**config.mk**
```make
export PLATFORM = sky130hd
export DESIGN_NAME = debounce_edge
export DESIGN_NICKNAME = d
export VERILOG_FILES = /design/src/rtl/debounce_edge.sv
export SDC_FILE = /design/constraint.sdc
export NUM_CORES = 1
export LEC_CHECK = 0
export CAP_MARGIN = 40
export CORE_MARGIN = 2
export CORE_UTILIZATION = 55
export DETAILED_ROUTE_END_ITERATION = 6
export GPL_ROUTABILITY_DRIVEN = 0
export PLACE_DENSITY_LB_ADDON = 0.2
export SYNTH_ARGS = -nofsm -noshare
export SYNTH_HDL_FRONTEND = slang
export SYNTH_SLANG_ARGS = --single-unit
```
**constraint.sdc**
```tcl
create_clock -name clk -period 2.71 [get_ports clk]
set_clock_uncertainty 0.2 [all_clocks]
set_input_delay 0.542 -clock clk [delete_from_list [all_inputs] [get_ports clk]]
set_output_delay 0.542 -clock clk [all_outputs]
set_load 0.01 [all_outputs]
```
**src/rtl/debounce_edge.sv**
```systemverilog
// debounce_edge: turns a raw asynchronous button/switch input into a clean,
// clock-synchronous level with one-cycle rise/fall strobes and a wrapping
// press counter.
//
// state     | meaning
// ----------+-----------------------------------------------------------
// LOW       | accepted level is 0, synchronised input is 0
// CHK_HIGH  | input went 1, counting stable cycles before accepting a rise
// HIGH      | accepted level is 1, synchronised input is 1
// CHK_LOW   | input went 0, counting stable cycles before accepting a fall
module debounce_edge #(
  parameter int STABLE_CYCLES = 50000,
  parameter int CNT_W         = 16,
  parameter int PCNT_W        = 8
) (
  input  logic              clk,
  input  logic              rst_n,
  input  logic              btn_in,
  output logic              btn_level,
  output logic              rise_pulse,
  output logic              fall_pulse,
  output logic              busy,
  output logic [PCNT_W-1:0] press_count
);

  localparam logic [1:0] ST_LOW      = 2'd0;
  localparam logic [1:0] ST_CHK_HIGH = 2'd1;
  localparam logic [1:0] ST_HIGH     = 2'd2;
  localparam logic [1:0] ST_CHK_LOW  = 2'd3;

  // Terminal count: the value cnt holds on the last qualifying cycle.
  localparam logic [CNT_W-1:0] CNT_LAST = CNT_W'(STABLE_CYCLES - 1);

  logic              sync0;
  logic              sync1;
  logic              s;
  logic [1:0]        state;
  logic [1:0]        state_nxt;
  logic [CNT_W-1:0]  cnt;
  logic [CNT_W-1:0]  cnt_nxt;
  logic              level_nxt;
  logic              rise_nxt;
  logic              fall_nxt;
  logic              busy_nxt;
  logic [PCNT_W-1:0] pcnt_nxt;

  // Two-flop synchroniser for the asynchronous button input.
  always_ff @(posedge clk or negedge rst_n) begin
    if (!rst_n) begin
      sync0 <= 1'b0;
      sync1 <= 1'b0;
    end else begin
      sync0 <= btn_in;
      sync1 <= sync0;
    end
  end

  assign s = sync1;

  // Next-state and next-output decode for the qualification FSM.
  always_comb begin
    state_nxt = state;
    cnt_nxt   = cnt;
    level_nxt = btn_level;
    rise_nxt  = 1'b0;
    fall_nxt  = 1'b0;
    pcnt_nxt  = press_count;
    case (state)
      ST_LOW: begin
        if (s) begin
          state_nxt = ST_CHK_HIGH;
          cnt_nxt   = '0;
        end
      end
      ST_CHK_HIGH: begin
        if (!s) begin
          // Bounce: drop the candidate without touching the outputs.
          state_nxt = ST_LOW;
          cnt_nxt   = '0;
        end else if (cnt == CNT_LAST) begin
          state_nxt = ST_HIGH;
          cnt_nxt   = '0;
          level_nxt = 1'b1;
          rise_nxt  = 1'b1;
          pcnt_nxt  = press_count + PCNT_W'(1);
        end else begin
          cnt_nxt = cnt + CNT_W'(1);
        end
      end
      ST_HIGH: begin
        if (!s) begin
          state_nxt = ST_CHK_LOW;
          cnt_nxt   = '0;
        end
      end
      ST_CHK_LOW: begin
        if (s) begin
          state_nxt = ST_HIGH;
          cnt_nxt   = '0;
        end else if (cnt == CNT_LAST) begin
          state_nxt = ST_LOW;
          cnt_nxt   = '0;
          level_nxt = 1'b0;
          fall_nxt  = 1'b1;
        end else begin
          cnt_nxt = cnt + CNT_W'(1);
        end
      end
      default: begin
        state_nxt = ST_LOW;
        cnt_nxt   = '0;
      end
    endcase
    // busy is registered alongside the state so it matches it cycle for cycle.
    busy_nxt = (state_nxt == ST_CHK_HIGH) || (state_nxt == ST_CHK_LOW);
  end

  // State, stability counter and registered outputs.
  always_ff @(posedge clk or negedge rst_n) begin
    if (!rst_n) begin
      state       <= ST_LOW;
      cnt         <= '0;
      btn_level   <= 1'b0;
      rise_pulse  <= 1'b0;
      fall_pulse  <= 1'b0;
      busy        <= 1'b0;
      press_count <= '0;
    end else begin
      state       <= state_nxt;
      cnt         <= cnt_nxt;
      btn_level   <= level_nxt;
      rise_pulse  <= rise_nxt;
      fall_pulse  <= fall_nxt;
      busy        <= busy_nxt;
      press_count <= pcnt_nxt;
    end
  end

endmodule

```
---- Word-level counts from Yosys, hierarchy flattened ----
Index checks and enable logic that the tools add are counted.
storage, ports and cells
  bits in registers ....................... 32
  latch bits .............................. 0
  bits in writable memories ............... 0
  memory bits (read-only) ................. 0
  bits of input ports ..................... 3
  memories ................................ 0
operators by class
  add/sub/neg operators ................... 2
  multipliers ............................. 0
  div/mod/pow operators ................... 0
  magnitude comparators ................... 0
  equal/unequal tests ..................... 12
  shift-type cells ........................ 0
  muxes and demuxes ....................... 23
  bitwise gates (word level) .............. 0
  reduce and logical (&&, ||, !) cells .... 6
operators with widths
  cell                     number
  $mux W16                 5
  $pmux W16 S4             1
  $add A16 B1 Y16 const B  1
  $eq A16 B16 Y1 const B   1
  $mux W2                  6
  $ne A2 B2 Y1 const B     6
  $mux W1                  9
  $add A8 B1 Y8 const B    1
  $pmux W2 S4              1
  $eq A2 B2 Y1 const B     3
  $reduce_and A5 Y1        1
  $eq A2 B1 Y1 const B     2
  $reduce_and A3 Y1        1
  $logic_not A2 Y1         1
  $pmux W1 S2              1
  $reduce_and A2 Y1        1
  $reduce_bool A2 Y1       1
  $logic_or A1 B1 Y1       1

---- Longest topological paths before layout ----
  depth in word-level cells ............... 6
  depth in mapped cells ................... 9

---- Least setup slack after synthesis ----
OpenSTA, ideal clock, no wires.
  path type ............................... register to register
  start ................................... register cnt[0]
  end ..................................... register press_count[4]
  arrival time ............................ 1.779 ns
  slack ................................... 0.605 ns
  cell stages (with the launch flop) ...... 10
  buffers on the path ..................... 3
  period minus slack after synthesis ...... 2.105 ns
  cells stage by stage .................... dfrtp_1 -> ha_1 -> and3_1 -> buf_4 -> and4_1 -> buf_4 -> and3_1 -> buf_4 -> and4_1 -> xor2_1
between the ends
  longest elaborated chain between the ends .. 2
RTL lines
  element                      RTL line  source
  start: declaration           39        logic [CNT_W-1:0] cnt;
  start signal: assignment     130       cnt <= cnt_nxt;
  $eq A16 B16 Y1               80        end else if (cnt == CNT_LAST) begin
  $reduce_and A3 Y1 (no line)  n/a
  end signal: assignment       135       press_count <= pcnt_nxt;
  end: declaration             23        output logic [PCNT_W-1:0] press_count
Every way passes these cells.
A chain may end at the register's enable or synchronous reset.

---- Worst setup path after layout ----
  start ................................... register cnt[0]
  end ..................................... register cnt[6]
between the ends
  longest elaborated chain between the ends .. 4
  elaborated cells between the ends (all ways) .. 6
RTL lines
  element                                            RTL line  source
  $add A16 B1 Y16 or $eq A16 B16 Y1 (tied branches)  n/a
  $mux W16 (*)                                       80, 100
  $mux W16, on equally long branches                 97, 76
  $pmux W16 S4 (*)                                   68        case (state)
Mark *: on every way between the ends. The rest lies on a longest branch, timed or not.

==> out/metrics.yaml <==
setup_path:
  crit_top_cell: "a31oi_1"
  critical_path.startpoint: "cnt[0]"
  worstSetupPathType: "reg2reg"
  reg2reg_from: "cnt[0]"
  ff2ff_path_depth: 7
  critical_path.slowest_cell: "nor2_2"
  r2r-end: "cnt[6]"
  r2r_slack_ns: 0.30
  cp.required_ns: 2.78
  endpoint: "cnt[6]"
  path_cells: "ha_1, and3_1, and4_1, nor2_2, buf_4, a31oi_1, a31oi_1"
  critPathArrivalTime_ns: 2.47
  max_stage_delay_ns: 0.48
  critPathMaxFanout: 15
  crit_path_end_kind: "register"
  startpoint_type: "register"
floorplan:
  die_x_um: 56.86
  num_rows: 19
  die_h_um: 56.86
  start_util: 0.5669
  die-area_mm2: 0.003232
  io_pins: 15
  core_mm2: 0.002710
power_and_ir_drop:
  ir_worst_vdd_mv: 0.4571
  p_sw_uw: 194.7
  p_seq_frac: 0.529
  p_int_uw: 698.2
  swShare: 0.2181
  p_clk_frac: 0.427
  powerDensity_mw_per_mm2: 506.8
  p_leak_nw: 0.7958
  pwr-share-comb: 0.044
yosys:
  synthFlopType: "dfrtp_1"
  synth_top_family_by_area: "simple AND/OR/NAND/NOR gates"
  syn-cell-area_mm2: 0.001536
  synthXorXnorAreaFrac: 0.05130
  syn_nets: 162
  muxShareOfSynthArea: 0.01466
  synthDistinctLibCells: 35
  synth-compound-area-share: 0.1148
  netlist_instances: 157
  synthSimpleGateAreaFrac: 0.2573
  synth.avg_cell_area_um2: 9.786
  async_flop_share: 1.000
  ys_seq_elements: 31
  synth_edf_count: 0
  synth_fa_ha_area_frac: 0.01629
  yosysWarnings: 0
  yosysSeqAreaShare: 0.5049
cts:
  htree_levels: 2
  cts_tree: "yes"
  holdBufCountCts: 0
  clock_latency_ns: 0.35
  cts.clk_slew.worst_paths_ns: 0.09
  cts_root_buffer: "clkbuf_4"
  cts_buffers: 5
  cts_resized: 0
  cts_sinks: 31
  cts_max_path_buffers: 2
  cts_setup_buffers: 0
final_layout:
  nets: 175
  fin_area_mm2: 0.001762
  n_antenna_cell: 0
  syn2layout_area_growth_pct: 14.66
  n_fill_cell: 233
  drive_gt1_frac: 0.07602
  final_common_cell: "dfrtp_1"
  final_cell_mix: "dfrtp_1 (31), nand2_1 (20), clkdlybuf4s50_1 (14)"
sta:
  tightest_slew_ns: 0.5551
  fin_tns_setup_ns: 0
  drv_slew: 0
  slew_headroom: 0.6299
  fin_crit_ns: 2.407
  finalHoldViolCount: 0
  setup_viol: 0
  timing.fmax_ghz: 0.4155
  post-route-period-util: 0.8881
  rsz0062_at_grt: "no"
detailed_routing:
  dr.pass1.iters: 4
  drt_iter0_markers: 45
  wl_per_cell_um: 15.53
  drtAntennaViolNets: 0
  routed_via_density: 6.178
  drc: 0
  num_vias: 1248
  routed_wl_mm: 3.137
global_routing:
  grt_pass1_vias: 1232
  grt_pass1_wl_mm: 5.526
  antenna_found_initial: 0
  grt.total_usage: 0.2247
  grt_start_max_net_pins: 32
  grt_overflow: 0
placement:
  port_buffers: 14
  dp_hpwl_mm: 2.142
  dpl_cell_area_mm2: 0.001675
min_path:
  hold_class: "reg2reg"
status:
  status: "complete, no violations"
job:
  drv_cap: 0
-- cell usage after synthesis (3+ instances only) --
master | n | share of area
o21ai_0 | 5 | 0.016
nand2_1 | 20 | 0.049
dfrtp_1 | 31 | 0.50
nor2_1 | 8 | 0.020
a21oi_1 | 5 | 0.016
a31oi_1 | 12 | 0.049
buf_4 | 4 | 0.020
and4_1 | 5 | 0.029
and3_1 | 8 | 0.033
xnor2_1 | 5 | 0.029
o21ai_1 | 3 | 0.0098
nand3_1 | 9 | 0.029
nand2b_1 | 3 | 0.012
clkbuf_1 | 3 | 0.0073
nand4_1 | 4 | 0.016
nor3_1 | 5 | 0.016
xor2_1 | 4 | 0.023
-- metal layers --
layer  track usage  vias up  part of all wire
li1              -      597                 -
met4       0.07973        0             0.010
met3       0.07604        5             0.061
met1        0.2881      605              0.47
met2        0.3555       41              0.46
met5             0        -                 0
-- cells by family after synthesis --
| kind of cell | Yosys count |
|---|---|
| AO/OA/AOI/OAI | 29 |
| XOR/XNOR | 9 |
| adder cells (fa/ha/maj) | 2 |
| buffers and inverters | 12 |
| flip-flops | 31 |
| multiplexers | 2 |
| AND/OR/NAND/NOR | 72 |
-- cell type report --
| cell class | instances | area, um^2 | share of cell area |
|---|---|---|---|
| Sequential cell | 31 | 775.7 | 0.4403 |
| Multi-Input combinational cell | 114 | 698.2 | 0.3963 |
| Timing Repair Buffer | 16 | 155.1 | 0.08807 |
| Clock buffer | 6 | 51.30 | 0.02912 |
| Tap cell | 31 | 38.79 | 0.02202 |
| Clock inverter | 2 | 35.03 | 0.01989 |
| Inverter | 2 | 7.507 | 0.004261 |
-- how the worst min path moves through the flow --
stage | slack, ns | cells after the start | startpoint | endpoint
floorplan | 0.05 | 0 | rst_n | btn_level
global placement | 0.14 | 0 | sync0 | s
detailed placement | 0.14 | 0 | sync0 | s
CTS | 0.17 | 0 | sync0 | s
global route | 0.17 | 0 | sync0 | s
finish | 0.16 | 0 | sync0 | s
-- power by group through the flow --
stage	Combinational (mW)	Clock (mW)	Sequential, mW
after floorplan	0.0209	0	0.480
after global routing	0.0453	0.409	0.473
after detailed placement	0.0396	0	0.481
after global placement	0.0384	0	0.481
final	0.0394	0.381	0.472
after CTS	0.0398	0.389	0.472
-- critical path, delay by kind of cell, from the launching register on --
| kind | cells | cell delay [ns] |
|---|---|---|
| adder cells (fa/ha/maj) | 1 | 0.23 |
| buffers and inverters | 1 | 0.27 |
| AND/OR/NAND/NOR | 3 | 0.98 |
| flip-flops | 1 | 0.41 |
| AO/OA/AOI/OAI | 2 | 0.25 |
-- stage by stage --
stage / power, mW / cells / setup WS (ns) / hold slack, ns / utilization
after floorplan: 0.5012 / 157 / 0.6055 / 0.04641 / -
after global placement: 0.5189 / 194 / 0.4878 / 0.1412 / 0.6182
after detailed placement: 0.5207 / 194 / 0.3603 / 0.1373 / 0.6182
after CTS: 0.9008 / 202 / 0.3381 / 0.1673 / 0.6500
after global routing: 0.9267 / 202 / 0.1391 / 0.1686 / 0.6500
final: 0.8928 / 202 / 0.3032 / 0.1616 / 0.6500
-- flip-flops by register name, summed over array words and instances (netlist names) --
register / count
cnt: 16
press_count: 8
state: 2
btn_level: 1
fall_pulse: 1
rise_pulse: 1
s: 1
sync0: 1
Power figures use the tool's default switching activity.
